## config.mk

```make
export PLATFORM = sky130hd
export DESIGN_NAME = cr_cceip_ib_arb_flat
export DESIGN_NICKNAME = d
export VERILOG_FILES = /design/src/rtl/cr_cceip_ib_arb_if.sv /design/src/rtl/cr_cceip_ib_arb.sv /design/src/flat_wrapper.sv
export SDC_FILE = /design/constraint.sdc
export NUM_CORES = 1
export LEC_CHECK = 0
export BUFFER_PORTS_ARGS = -buffer_cell sky130_fd_sc_hd__buf_2
export CORE_AREA = 2 2 167 169
export CTS_BUF_LIST = sky130_fd_sc_hd__clkbuf_4
export DETAILED_ROUTE_END_ITERATION = 12
export DIE_AREA = 0 0 169 171
export GPL_TIMING_DRIVEN = 0
export HOLD_SLACK_MARGIN = 0.08
export PLACE_DENSITY = 0.46
export SYNTH_ARGS = -nofsm -noshare
export SYNTH_HDL_FRONTEND = slang
export SYNTH_SLANG_ARGS = --single-unit
```

## constraint.sdc

```tcl
create_clock -name clk -period 1.6 [get_ports clk]
set_input_delay 0.08 -clock clk [delete_from_list [all_inputs] [get_ports clk]]
set_output_delay 0.08 -clock clk [all_outputs]
set_load 0.05 [all_outputs]
```

## src/rtl/cr_cceip_ib_arb_if.sv

```systemverilog
// cr_cceip_ib_arb_if: per-host AXI-S inbound slaves plus the shared engine ib_* port of cr_cceip_ib_arb.
interface cr_cceip_ib_arb_if #(
  parameter int N_REQ = 4,
  parameter int DW    = 64,
  parameter int SW    = 8,
  parameter int UW    = 8,
  parameter int IW    = 1
);
  logic [N_REQ-1:0]    s_tvalid;
  logic [N_REQ-1:0]    s_tready;
  logic [N_REQ-1:0]    s_tlast;
  logic [N_REQ*DW-1:0] s_tdata;
  logic [N_REQ*SW-1:0] s_tstrb;
  logic [N_REQ*UW-1:0] s_tuser;
  logic [N_REQ*IW-1:0] s_tid;
  logic                ib_tvalid;
  logic                ib_tready;
  logic                ib_tlast;
  logic [DW-1:0]       ib_tdata;
  logic [SW-1:0]       ib_tstrb;
  logic [UW-1:0]       ib_tuser;
  logic [IW-1:0]       ib_tid;
  modport slave (
    input  s_tvalid, s_tlast, s_tdata, s_tstrb, s_tuser, s_tid, ib_tready,
    output s_tready, ib_tvalid, ib_tlast, ib_tdata, ib_tstrb, ib_tuser, ib_tid
  );
  modport master (
    output s_tvalid, s_tlast, s_tdata, s_tstrb, s_tuser, s_tid, ib_tready,
    input  s_tready, ib_tvalid, ib_tlast, ib_tdata, ib_tstrb, ib_tuser, ib_tid
  );
endinterface

```

## src/rtl/cr_cceip_ib_arb.sv

```systemverilog
// cr_cceip_ib_arb: round-robin job-granular arbiter sharing the cr_cceip_64 inbound AXI-S port.
// Define CR_CCEIP_IB_ARB_STATS_EN to add saturating per-host job counters on job_cnt.
module cr_cceip_ib_arb #(
  parameter int N_REQ = 4,
  parameter int DW    = 64,
  parameter int SW    = 8,
  parameter int UW    = 8,
  parameter int IW    = 1,
  localparam int GW   = $clog2(N_REQ)
) (
  input  logic                 clk,
  input  logic                 rst,
  cr_cceip_ib_arb_if.slave     bus,
  output logic                 grant_vld,
  output logic [GW-1:0]        grant_idx
`ifdef CR_CCEIP_IB_ARB_STATS_EN
  ,
  output logic [N_REQ*16-1:0]  job_cnt
`endif
);
  typedef enum logic {IDLE, XFER} state_e;
  state_e        state_q, state_d;
  logic [GW-1:0] rr_ptr_q, rr_ptr_d, grant_idx_q, grant_idx_d, pick;
  logic          grant_vld_q, grant_vld_d, pick_vld, xfer, job_end;
  function automatic logic [GW-1:0] wrap(input logic [GW-1:0] p, input int k);
    return GW'((int'(p) + k) % N_REQ);
  endfunction
  assign xfer          = state_q == XFER && !rst;
  assign bus.s_tready  = xfer ? N_REQ'(bus.ib_tready) << grant_idx_q : '0;
  assign bus.ib_tvalid = xfer & bus.s_tvalid[grant_idx_q];
  assign bus.ib_tlast  = xfer & bus.s_tlast[grant_idx_q];
  assign bus.ib_tdata  = xfer ? bus.s_tdata[grant_idx_q*DW +: DW] : '0;
  assign bus.ib_tstrb  = xfer ? bus.s_tstrb[grant_idx_q*SW +: SW] : '0;
  assign bus.ib_tuser  = xfer ? bus.s_tuser[grant_idx_q*UW +: UW] : '0;
  assign bus.ib_tid    = xfer ? bus.s_tid[grant_idx_q*IW +: IW] : '0;
  assign job_end       = bus.ib_tvalid & bus.ib_tready & bus.ib_tlast;
  assign grant_vld     = grant_vld_q;
  assign grant_idx     = grant_idx_q;
  // descending scan so the host closest to rr_ptr is the last, winning assignment
  always_comb begin
    pick     = rr_ptr_q;
    pick_vld = 1'b0;
    for (int k = N_REQ - 1; k >= 0; k--) begin
      if (bus.s_tvalid[wrap(rr_ptr_q, k)]) begin
        pick     = wrap(rr_ptr_q, k);
        pick_vld = 1'b1;
      end
    end
    state_d     = state_q == IDLE ? (pick_vld ? XFER : IDLE) : (job_end ? IDLE : XFER);
    grant_idx_d = state_q == IDLE && pick_vld ? pick : grant_idx_q;
    rr_ptr_d    = job_end ? wrap(grant_idx_q, 1) : rr_ptr_q;
    grant_vld_d = state_d == XFER;
  end
  always_ff @(posedge clk) begin
    if (rst) begin
      state_q     <= IDLE;
      rr_ptr_q    <= '0;
      grant_idx_q <= '0;
      grant_vld_q <= 1'b0;
    end else begin
      state_q     <= state_d;
      rr_ptr_q    <= rr_ptr_d;
      grant_idx_q <= grant_idx_d;
      grant_vld_q <= grant_vld_d;
    end
  end
`ifdef CR_CCEIP_IB_ARB_STATS_EN
  logic [N_REQ*16-1:0] job_cnt_q, job_cnt_d;
  always_comb begin
    job_cnt_d = job_cnt_q;
    for (int i = 0; i < N_REQ; i++)
      if (job_end && grant_idx_q == GW'(i) && job_cnt_q[i*16 +: 16] != 16'hffff)
        job_cnt_d[i*16 +: 16] = job_cnt_q[i*16 +: 16] + 16'd1;
  end
  always_ff @(posedge clk) job_cnt_q <= rst ? '0 : job_cnt_d;
  assign job_cnt = job_cnt_q;
`endif
endmodule

```

## src/flat_wrapper.sv

```systemverilog
// flat-port wrapper written by rule: the top's interface ports become plain ports
module cr_cceip_ib_arb_flat 
#(
  parameter int N_REQ = 4,
  parameter int DW    = 64,
  parameter int SW    = 8,
  parameter int UW    = 8,
  parameter int IW    = 1,
  localparam int GW   = $clog2(N_REQ)
)
  (clk, rst, grant_vld, grant_idx, bus_s_tvalid, bus_s_tlast, bus_s_tdata, bus_s_tstrb, bus_s_tuser, bus_s_tid, bus_ib_tready, bus_s_tready, bus_ib_tvalid, bus_ib_tlast, bus_ib_tdata, bus_ib_tstrb, bus_ib_tuser, bus_ib_tid);
  cr_cceip_ib_arb_if #(.N_REQ(N_REQ), .DW(DW), .SW(SW), .UW(UW), .IW(IW)) bus_i ();
  input  logic clk;
  input  logic rst;
  output logic grant_vld;
  output logic [GW-1:0] grant_idx;
  input wire logic [$bits(bus_i.s_tvalid)-1:0] bus_s_tvalid;
  input wire logic [$bits(bus_i.s_tlast)-1:0] bus_s_tlast;
  input wire logic [$bits(bus_i.s_tdata)-1:0] bus_s_tdata;
  input wire logic [$bits(bus_i.s_tstrb)-1:0] bus_s_tstrb;
  input wire logic [$bits(bus_i.s_tuser)-1:0] bus_s_tuser;
  input wire logic [$bits(bus_i.s_tid)-1:0] bus_s_tid;
  input wire logic [$bits(bus_i.ib_tready)-1:0] bus_ib_tready;
  output wire logic [$bits(bus_i.s_tready)-1:0] bus_s_tready;
  output wire logic [$bits(bus_i.ib_tvalid)-1:0] bus_ib_tvalid;
  output wire logic [$bits(bus_i.ib_tlast)-1:0] bus_ib_tlast;
  output wire logic [$bits(bus_i.ib_tdata)-1:0] bus_ib_tdata;
  output wire logic [$bits(bus_i.ib_tstrb)-1:0] bus_ib_tstrb;
  output wire logic [$bits(bus_i.ib_tuser)-1:0] bus_ib_tuser;
  output wire logic [$bits(bus_i.ib_tid)-1:0] bus_ib_tid;
  assign bus_i.s_tvalid = bus_s_tvalid;
  assign bus_i.s_tlast = bus_s_tlast;
  assign bus_i.s_tdata = bus_s_tdata;
  assign bus_i.s_tstrb = bus_s_tstrb;
  assign bus_i.s_tuser = bus_s_tuser;
  assign bus_i.s_tid = bus_s_tid;
  assign bus_i.ib_tready = bus_ib_tready;
  assign bus_s_tready = bus_i.s_tready;
  assign bus_ib_tvalid = bus_i.ib_tvalid;
  assign bus_ib_tlast = bus_i.ib_tlast;
  assign bus_ib_tdata = bus_i.ib_tdata;
  assign bus_ib_tstrb = bus_i.ib_tstrb;
  assign bus_ib_tuser = bus_i.ib_tuser;
  assign bus_ib_tid = bus_i.ib_tid;
  cr_cceip_ib_arb #(.N_REQ(N_REQ), .DW(DW), .SW(SW), .UW(UW), .IW(IW)) u_core (.clk(clk), .rst(rst), .bus(bus_i), .grant_vld(grant_vld), .grant_idx(grant_idx));
endmodule
```

# Yosys cells after proc, flatten, opt, wreduce, memory -nomap -nowiden

Cells that the tools add are included.

Output and inout bits: 90
Input bits: 335
Word-level logic and storage cells: 53
Register bits after elaboration: 5

Mux-type cells: 28
Order comparisons: 5
Add/subtract/negate cells: 4
Reductions and logical operators: 3
Bitwise gates (word level): 5
Shifts and indexed selects: 5

Operators with widths:

| cell                                                                 | count |
|---|---|
| 256-bit by 9-bit indexed part select with 64-bit output              | 1 |
| 64-bit 2-to-1 mux                                                    | 1 |
| 32-bit by 6-bit indexed part select with 8-bit output                | 2 |
| 8-bit 2-to-1 mux                                                     | 2 |
| 2-bit by 3-bit < comparator with 1-bit output, second input constant | 5 |
| 1-bit 2-to-1 mux                                                     | 14 |
| 1-bit binary-select mux with 2-bit select                            | 6 |
| 2-bit 2-to-1 mux                                                     | 4 |
| 2-bit by 1-bit adder with 2-bit output, second input constant        | 2 |
| 2-bit adder, second input constant                                   | 2 |
| 1-bit AND                                                            | 4 |
| 4-bit 2-to-1 mux                                                     | 1 |
| 4-bit by 3-bit indexed part select with 1-bit output                 | 1 |
| 1-bit by 2-bit << shifter with 4-bit output                          | 1 |
| 1-bit logical AND                                                    | 2 |
| 1-bit zero test                                                      | 1 |
| 1-bit inverter                                                       | 1 |

# Longest topological paths before layout

Gate-level depths: netlist of run 1.

Depth after elaboration: 9
Depth in mapped cells: 6
Mapped depth without buffers: 4

# Worst setup path before layout of run 1

No wires, ideal clock.

Kind: reg-to-output
Start point: register u_core.state_q
End point: output bus_s_tready[0]
Required time: 1.520 ns
Slack: -0.861 ns
Cell stages (with the launch flop): 5
Path buffers: 1
Data arrival time: 2.381 ns
Cell sequence: dfxtp_1 nor2b_1 clkbuf_1 nand2_1 nor3_1

Longest elaborated chain between the ends: 2

Ends and longest elaborated chain:

| item                   | RTL line              | RTL |
|---|---|---|
| start, declared        | cr_cceip_ib_arb.sv:22 | `state_e state_q, state_d;` |
| start signal, assigned | cr_cceip_ib_arb.sv:61 | `state_q <= state_d;` |
| 1-bit logical AND      | cr_cceip_ib_arb.sv:28 | `assign xfer = state_q == XFER && !rst;` |
| 4-bit 2-to-1 mux       | cr_cceip_ib_arb.sv:29 | `assign bus.s_tready = xfer ? N_REQ'(bus.ib_tready) << grant_idx_q : '0;` |
| end, declared          | flat_wrapper.sv:24    | `output wire logic [$bits(bus_i.s_tready)-1:0] bus_s_tready;` |

No other way between the ends.

# Worst setup path after layout of run 1

Start point: register u_core.grant_idx_q[0] (netlist: u_core.grant_idx[0])
End point: output bus_ib_tdata[43]

Longest elaborated chain between the ends: 2

Ends and longest elaborated chain:

| item                                                    | RTL line              | RTL |
|---|---|---|
| start, declared                                         | cr_cceip_ib_arb.sv:23 | `logic [GW-1:0] rr_ptr_q, rr_ptr_d, grant_idx_q, grant_idx_d, pick;` |
| start signal, assigned                                  | cr_cceip_ib_arb.sv:63 | `grant_idx_q <= grant_idx_d;` |
| 256-bit by 9-bit indexed part select with 64-bit output | cr_cceip_ib_arb.sv:32 | `assign bus.ib_tdata = xfer ? bus.s_tdata[grant_idx_q*DW +: DW] : '0;` |
| 64-bit 2-to-1 mux                                       | cr_cceip_ib_arb.sv:32 |  |
| end, declared                                           | flat_wrapper.sv:27    | `output wire logic [$bits(bus_i.ib_tdata)-1:0] bus_ib_tdata;` |

No other way between the ends.

==> impl_metrics.sql, run 1 <==
INSERT INTO impl_metrics (metric_group, metric, value, unit) VALUES
('outcome', 'status', 'finished with violations', ''),
('outcome', 'violations', 'negative setup slack', ''),
('floorplan', 'design.portCount', '425', ''),
('power_and_ir_drop', 'swShare', '0.429', ''),
('timing', 'hold_slack', '0.0798', 'ns'),
('routing', 'drtPass1Iterations', '4', ''),
('timing', 'layout_setup_ws', '-0.364', 'ns'),
('routing', 'routed-wl-met3', '1370', 'µm'),
('timing', 'final.setup_skew', '0.00182', 'ns'),
('floorplan', 'die-area', '0.0289', 'mm²'),
('power_and_ir_drop', 'power_frac_clock', '0.065', ''),
('worst_setup_path', 'worst_setup_path_end_kind', 'output pin', ''),
('routing', 'dr_wl_met2', '9900', 'µm'),
('floorplan', 'die_h', '171', 'µm'),
('hold_path', 'hold_path_depth', '2', ''),
('power_and_ir_drop', 'static_leak', '3.19', 'nW'),
('synth', 'synthArstFlopShare', '0', ''),
('global_routing', 'grt_max_degree', '11', ''),
('final_layout', 'insertedDiodeCount', '0', ''),
('timing', 'worst_slew_pin_tran', '0.775', 'ns'),
('timing', 'setup_violations', '88', ''),
('clock_network', 'cts_made_buffers', '3', ''),
('synth', 'mappedNetlistArea', '0.00287', 'mm²'),
('global_routing', 'grt_pass1_vias', '4159', ''),
('timing', 'rsz0062_at_grt', 'yes', ''),
('final_layout', 'post_route_non_filler_standard_cell_count', '1039', ''),
('clock_network', 'clock_latency_on_the_worst_skew_pair', '0.24', 'ns'),
('routing', 'route.detailed.vias_per_inst', '3.96', ''),
('synth', 'post_synth_inst_count', '236', ''),
('synth', 'syn_area_per_cell', '12.2', 'µm²'),
('place', 'placement.setup.worst_slack', '-0.680', 'ns'),
('synth', 'synth_edf_count', '0', ''),
('worst_setup_path', 'crit_path_max_incr_delay', '0.53', 'ns'),
('routing', 'finalWirelength', '17700', 'µm'),
('final_layout', 'syn_to_final_growth', '137', '%'),
('floorplan', 'core_region_area', '0.0273', 'mm²'),
('place', 'placed_cells_incl_taps', '1006', ''),
('power_and_ir_drop', 'power-per-cell-area', '367', 'mW/mm²'),
('global_routing', 'grt_antenna_before_repair', '0', ''),
('hold_path', 'hp-class', 'primary input to flip-flop', ''),
('synth', 'postSynthRegisterBits', '5', ''),
('clock_network', 'longest_clk_path_bufs', '2', ''),
('clock_network', 'cts_tree', 'built', ''),
('timing', 'timing.setup.tns', '-24.78', 'ns'),
('worst_setup_path', 'timing.reg2reg.worst_path_depth', '8', ''),
('final_layout', 'finalCoreUtilization', '0.249', ''),
('clock_network', 'cts_htree_levels', '1', ''),
('synth', 'synth_top_area_cell', 'sky130_fd_sc_hd__mux4_2', ''),
('global_routing', 'grt_use_total', '0.105', ''),
('worst_setup_path', 'criticalPathCategory', 'flip-flop to output pin', ''),
('clock_network', 'path_clk_slew', '0.04', 'ns'),
('place', 'routabilityCongestion', '0.778', ''),
('job', 'cap_viol_max_count', '0', ''),
('power_and_ir_drop', 'internal_power', '1.43', 'mW'),
('synth', 'synth_top_cells_by_area', 'sky130_fd_sc_hd__mux4_2 65%, sky130_fd_sc_hd__and2_1 18%, sky130_fd_sc_hd__dfxtp_1 3.5%, sky130_fd_sc_hd__buf_2 2.1%, sky130_fd_sc_hd__clkbuf_1 1.6%', ''),
('timing', 'hold_viol', '0', ''),
('worst_setup_path', 'critical_path.cell_chain', 'buf_12 -> buf_12 -> buf_12 -> mux4_2 -> and2_4 -> buf_8', ''),
('routing', 'detailedRoute.firstIterationViolations', '105', ''),
('global_routing', 'wire_length_of_the_first_global_routing_pass', '23100', 'µm'),
('place', 'dp_hpwl', '15300', 'µm'),
('synth', 'synth_largest_type_area_fraction', '0.651', ''),
('final_layout', 'finish.net_count', '1029', ''),
('timing', 'finalCriticalPeriod', '1.96', 'ns'),
('floorplan', 'floorplan.rows', '61', ''),
('floorplan', 'floorplan.die.width', '169', 'µm'),
('worst_setup_path', 'startpoint_class_of_the_critical_path', 'flip-flop', ''),
('routing', 'drt-wirelength-per-cell', '17.0', 'µm'),
('synth', 'synth_nets', '571', ''),
('power_and_ir_drop', 'net-switching-power', '1.07', 'mW'),
('timing', 'finalMaxSlewViolations', '0', ''),
('worst_setup_path', 'cpMaxStageDelayCell', 'sky130_fd_sc_hd__mux4_2', '');
power by group through the flow:
stage / combinational (mW) / clock [mW] / sequential (mW)
4_1_cts: 2.13 / 0.167 / 0.143
3_5_place_dp: 1.85 / 0 / 0.139
2_1_floorplan: 1.17 / 0 / 0.157
5_1_grt: 2.31 / 0.176 / 0.142
3_3_place_gp: 1.84 / 0 / 0.138
6_report: 2.20 / 0.162 / 0.140
per-layer routing:
layer  GRT usage  up-vias
li1            -     1871
met1       0.113     1964
met2       0.221      268
met3      0.0127       10
met4      0.0111        0
met5           0        -
placed cells by master, fill, tap and decap left out, types with 5 or more instances in the layout:
master / n
sky130_fd_sc_hd__and2_4: 83
sky130_fd_sc_hd__buf_12: 14
sky130_fd_sc_hd__buf_2: 360
sky130_fd_sc_hd__buf_4: 16
sky130_fd_sc_hd__buf_6: 47
sky130_fd_sc_hd__buf_8: 31
sky130_fd_sc_hd__clkbuf_2: 6
sky130_fd_sc_hd__clkbuf_4: 7
sky130_fd_sc_hd__inv_1: 5
sky130_fd_sc_hd__mux4_2: 83
state kept, by name, indices dropped and copies added (netlist names):
signal            flops
u_core.state_q        1
u_core.grant_idx      2
u_core.rr_ptr_q       2
final timing paths:
kind	endpoint	startpoint	slack [ns]
worst max-delay path	bus_ib_tdata[43]	u_core.grant_idx[0]	-0.36
worst min-delay path	u_core.state_q	rst	0.08
worst min register to register	u_core.rr_ptr_q[0]	u_core.rr_ptr_q[0]	0.54
worst max register to register	u_core.rr_ptr_q[1]	u_core.grant_idx[0]	-0.17
logic make-up after synthesis:
logic type	Yosys count	synth area share
compound gates	11	0.0279
xor+xnor	1	0.00305
buf+inv	34	0.0671
flops	5	0.0349
mux	83	0.651
simple gates	102	0.216
per-stage QoR:
step           instance area (µm²)  total power, mW
4_1_cts                       6520             2.44
5_1_grt                       6800             2.63
6_report                      6800             2.50
3_3_place_gp                  5690             1.98
2_1_floorplan                 3140             1.32
3_5_place_dp                  5690             1.99
critical path: cells and delay by family, from the launching register on:
family / cells / cell delay [ns]
buffers and inverters: 4 / 0.58
muxes: 1 / 0.53
DFF: 1 / 0.35
and+or+nand+nor: 1 / 0.17
repair_timing:
item,4_1_cts,5_1_grt
setup endpoints to repair,89,90
resized for setup,165,78
hold buffers,0,0
buffers inserted,14,15
pin swaps,14,13
hold endpoints to repair,0,0
cloned,4,1
cell type report:
class	instances	area (µm²)
Buffer	28	318
Clock buffer	4	30.0
Fill cell	2979	20500
Inverter	5	18.8
Multi-Input combinational cell	197	2870
Sequential cell	5	111
Tap cell	346	433
Timing Repair Buffer	454	3020
(Power assumes the default switching activity.)
==> run 2, diff against run 1 <==
==> constraint.sdc (replaced) <==
create_clock -name clk -period 1.6 [get_ports clk]
set_input_delay 0.32 -clock clk [delete_from_list [all_inputs] [get_ports clk]]
set_output_delay 0.32 -clock clk [all_outputs]
set_load 0.05 [all_outputs]
==> run 2 against run 1 <==
Effect of this change: the run still ends with negative setup slack left; core utilization down 0.32 points; fmax shrank 12%; non-clock buffer count down 2; worst hold slack improved by 0.26 ns; design area fell by 1.3%; clock skew is 0.0026 ns higher; global-route usage rose by 0.27 points; register-to-register slack got worse by 0.11 ns; sequential cell count unchanged; critical path type unchanged.
==> impl_metrics.sql, run 2 (same netlist as run 1, synthesis figures left out) <==
INSERT INTO impl_metrics (metric_group, metric, value, unit) VALUES
('outcome', 'status', 'finished with violations', ''),
('outcome', 'violations', 'negative setup slack', ''),
('worst_setup_path', 'worst_setup_path_end_kind', 'output pin', ''),
('timing', 'rsz0062_at_grt', 'yes', ''),
('final_layout', 'syn_to_final_growth', '134', '%'),
('power_and_ir_drop', 'seq_power_share', '0.057', ''),
('global_routing', 'grt_use_total', '0.107', ''),
('clock_network', 'clkSinkCount', '5', ''),
('global_routing', 'grt_pass1_vias', '4227', ''),
('worst_setup_path', 'startpoint_class_of_the_critical_path', 'flip-flop', ''),
('worst_setup_path', 'cpMaxStageDelayCell', 'sky130_fd_sc_hd__mux4_2', ''),
('floorplan', 'floorplan.die.width', '169', 'µm'),
('global_routing', 'wire_length_of_the_first_global_routing_pass', '23600', 'µm'),
('timing', 'finalMaxSlewViolations', '0', ''),
('routing', 'drc', '0', ''),
('routing', 'detailedRoute.firstIterationViolations', '91', ''),
('timing', 'worst_slew_pin_tran', '0.710', 'ns'),
('floorplan', 'die_h', '171', 'µm'),
('global_routing', 'grt_max_degree', '11', ''),
('power_and_ir_drop', 'power_frac_clock', '0.064', ''),
('place', 'place.port_buffers', '424', ''),
('final_layout', 'fraction_of_final_layout_cells_sized_beyond_drive_strength_1', '0.958', ''),
('routing', 'finalWirelength', '17900', 'µm'),
('timing', 'setup_violations', '90', ''),
('floorplan', 'initial_core_utilization', '0.105', ''),
('clock_network', 'cts_made_buffers', '3', ''),
('routing', 'final_antenna_net_count', '0', ''),
('place', 'dp_hpwl', '15500', 'µm'),
('clock_network', 'cts_htree_levels', '1', ''),
('place', 'routabilityCongestion', '0.779', ''),
('routing', 'route.detailed.vias_per_inst', '3.98', ''),
('power_and_ir_drop', 'swShare', '0.432', ''),
('place', 'placed_cells_incl_taps', '1006', ''),
('worst_setup_path', 'required_time_of_the_worst_setup_path', '1.28', 'ns'),
('floorplan', 'floorplan.rows', '61', ''),
('power_and_ir_drop', 'power-per-cell-area', '366', 'mW/mm²'),
('timing', 'timing.final.crit_share', '1.40', ''),
('power_and_ir_drop', 'combinational_power_share', '0.879', ''),
('global_routing', 'grt-ovfl-total', '0', ''),
('power_and_ir_drop', 'net-switching-power', '1.06', 'mW'),
('routing', 'drt-wirelength-per-cell', '17.3', 'µm'),
('timing', 'hold_slack', '0.338', 'ns'),
('final_layout', 'finish.net_count', '1027', ''),
('job', 'cap_viol_max_count', '0', ''),
('timing', 'timing.slew.headroom', '0.520', ''),
('worst_setup_path', 'critical_path.cell_chain', 'buf_12 -> buf_12 -> buf_12 -> mux4_2 -> and2_4 -> buf_6', ''),
('worst_setup_path', 'critical_path.most_common_cell', 'sky130_fd_sc_hd__buf_12', ''),
('timing', 'finalCriticalPeriod', '2.24', 'ns'),
('clock_network', 'cts_tree', 'built', ''),
('worst_setup_path', 'cp_max_fo', '7', ''),
('clock_network', 'clock_latency_on_the_worst_skew_pair', '0.24', 'ns'),
('hold_path', 'hp-class', 'primary input to flip-flop', ''),
('timing', 'hold_viol', '0', ''),
('clock_network', 'path_clk_slew', '0.04', 'ns'),
('floorplan', 'design.portCount', '425', ''),
('worst_setup_path', 'cp.buffers_inverters', '4', ''),
('final_layout', 'mostFrequentLayoutCell', 'sky130_fd_sc_hd__buf_2', ''),
('worst_setup_path', 'crit_path_max_incr_delay', '0.56', 'ns'),
('clock_network', 'cts_hold_buf', '0', ''),
('timing', 'maxClockFrequency', '446', 'MHz'),
('clock_network', 'longest_clk_path_bufs', '2', ''),
('clock_network', 'cts_root_buffer', 'sky130_fd_sc_hd__clkbuf_4', ''),
('power_and_ir_drop', 'static_leak', '3.17', 'nW'),
('timing', 'final.setup_skew', '0.00443', 'ns'),
('routing', 'drtPass1Iterations', '4', ''),
('worst_setup_path', 'cell_family_with_most_cp_delay', 'buffers and inverters', ''),
('global_routing', 'grt_antenna_before_repair', '2', ''),
('routing', 'via_count', '4136', ''),
('power_and_ir_drop', 'internal_power', '1.40', 'mW'),
('floorplan', 'die-area', '0.0289', 'mm²'),
('final_layout', 'post_route_non_filler_standard_cell_count', '1039', ''),
('final_layout', 'most-common-layout-cells', '362 x sky130_fd_sc_hd__buf_2, 83 x sky130_fd_sc_hd__mux4_2, 83 x sky130_fd_sc_hd__and2_4, 55 x sky130_fd_sc_hd__buf_6, 21 x sky130_fd_sc_hd__buf_4', ''),
('timing', 'layout_setup_ws', '-0.642', 'ns'),
('worst_setup_path', 'worst-endpoint-arrival', '1.92', 'ns'),
('power_and_ir_drop', 'power.ir.vdd_worst', '131', 'µV'),
('floorplan', 'core_region_area', '0.0273', 'mm²'),
('worst_setup_path', 'criticalPathCategory', 'flip-flop to output pin', '');
run 2: power groups by stage:
stage | logic, mW | clock network [mW] | registers (mW)
global route | 2.28 | 0.173 | 0.140
floorplan | 1.19 | 0 | 0.157
detailed placement | 1.87 | 0 | 0.139
CTS | 2.08 | 0.162 | 0.138
finish | 2.16 | 0.159 | 0.139
global placement | 1.86 | 0 | 0.139
run 2: through the flow:
stage / area [µm²] / TNS (ns) / utilization / total power [mW] / setup WS [ns]
after floorplan: 3190 / -19.93 / - / 1.34 / -0.291
after global placement: 5740 / -46.49 / 0.210 / 2.00 / -0.650
after detailed placement: 5740 / -46.39 / 0.210 / 2.01 / -0.646
after CTS: 6390 / -49.16 / 0.234 / 2.38 / -0.635
after global routing: 6710 / -54.23 / 0.246 / 2.60 / -0.691
final: 6710 / -49.18 / 0.246 / 2.46 / -0.642
run 2: cell type report:
cell class / count / area [µm²]
clock buffer: 4 / 30.0
inverter: 5 / 23.8
antenna: 2 / 5.00
sequential: 5 / 111
buffer: 28 / 335
multi-input combinational: 197 / 2860
tap: 346 / 433
fill: 2982 / 20600
timing repair buffer: 452 / 2910
run 2: repair_timing:
action                     in CTS  in global routing
pin swaps                       6                  2
gates cloned                    2                  4
gates resized for setup       138                 74
buffers inserted               14                 10
setup endpoints to repair      87                 90
run 2: layer usage:
layer | up-vias | share of wire | GRT usage
met1 | 2002 | 0.35 | 0.113
met4 | 0 | 0.0091 | 0.0137
met3 | 6 | 0.074 | 0.0185
met5 | - | 0 | 0
met2 | 254 | 0.57 | 0.224
li1 | 1874 | - | -
run 2: worst register-to-register path: stages, from the launching register on:
cell and delay (ns):
sky130_fd_sc_hd__dfxtp_4 0.37, sky130_fd_sc_hd__buf_12 0.13, sky130_fd_sc_hd__buf_4 0.11, sky130_fd_sc_hd__buf_6 0.10, sky130_fd_sc_hd__mux4_2 0.51, sky130_fd_sc_hd__buf_6 0.13
sky130_fd_sc_hd__buf_6 0.11, sky130_fd_sc_hd__nand4_4 0.08, sky130_fd_sc_hd__nor2_1 0.05, sky130_fd_sc_hd__a31o_1 0.17
run 2: final timing paths:
kind                                          start  slack [ns]            endpoint  cells after the start
worst max-delay path            u_core.grant_idx[0]       -0.64    bus_ib_tdata[44]                      6
worst min-delay path                            rst        0.34      u_core.state_q                      2
worst max register to register  u_core.grant_idx[0]       -0.28  u_core.rr_ptr_q[1]                      9
worst min register to register       u_core.state_q        0.49      u_core.state_q                      2
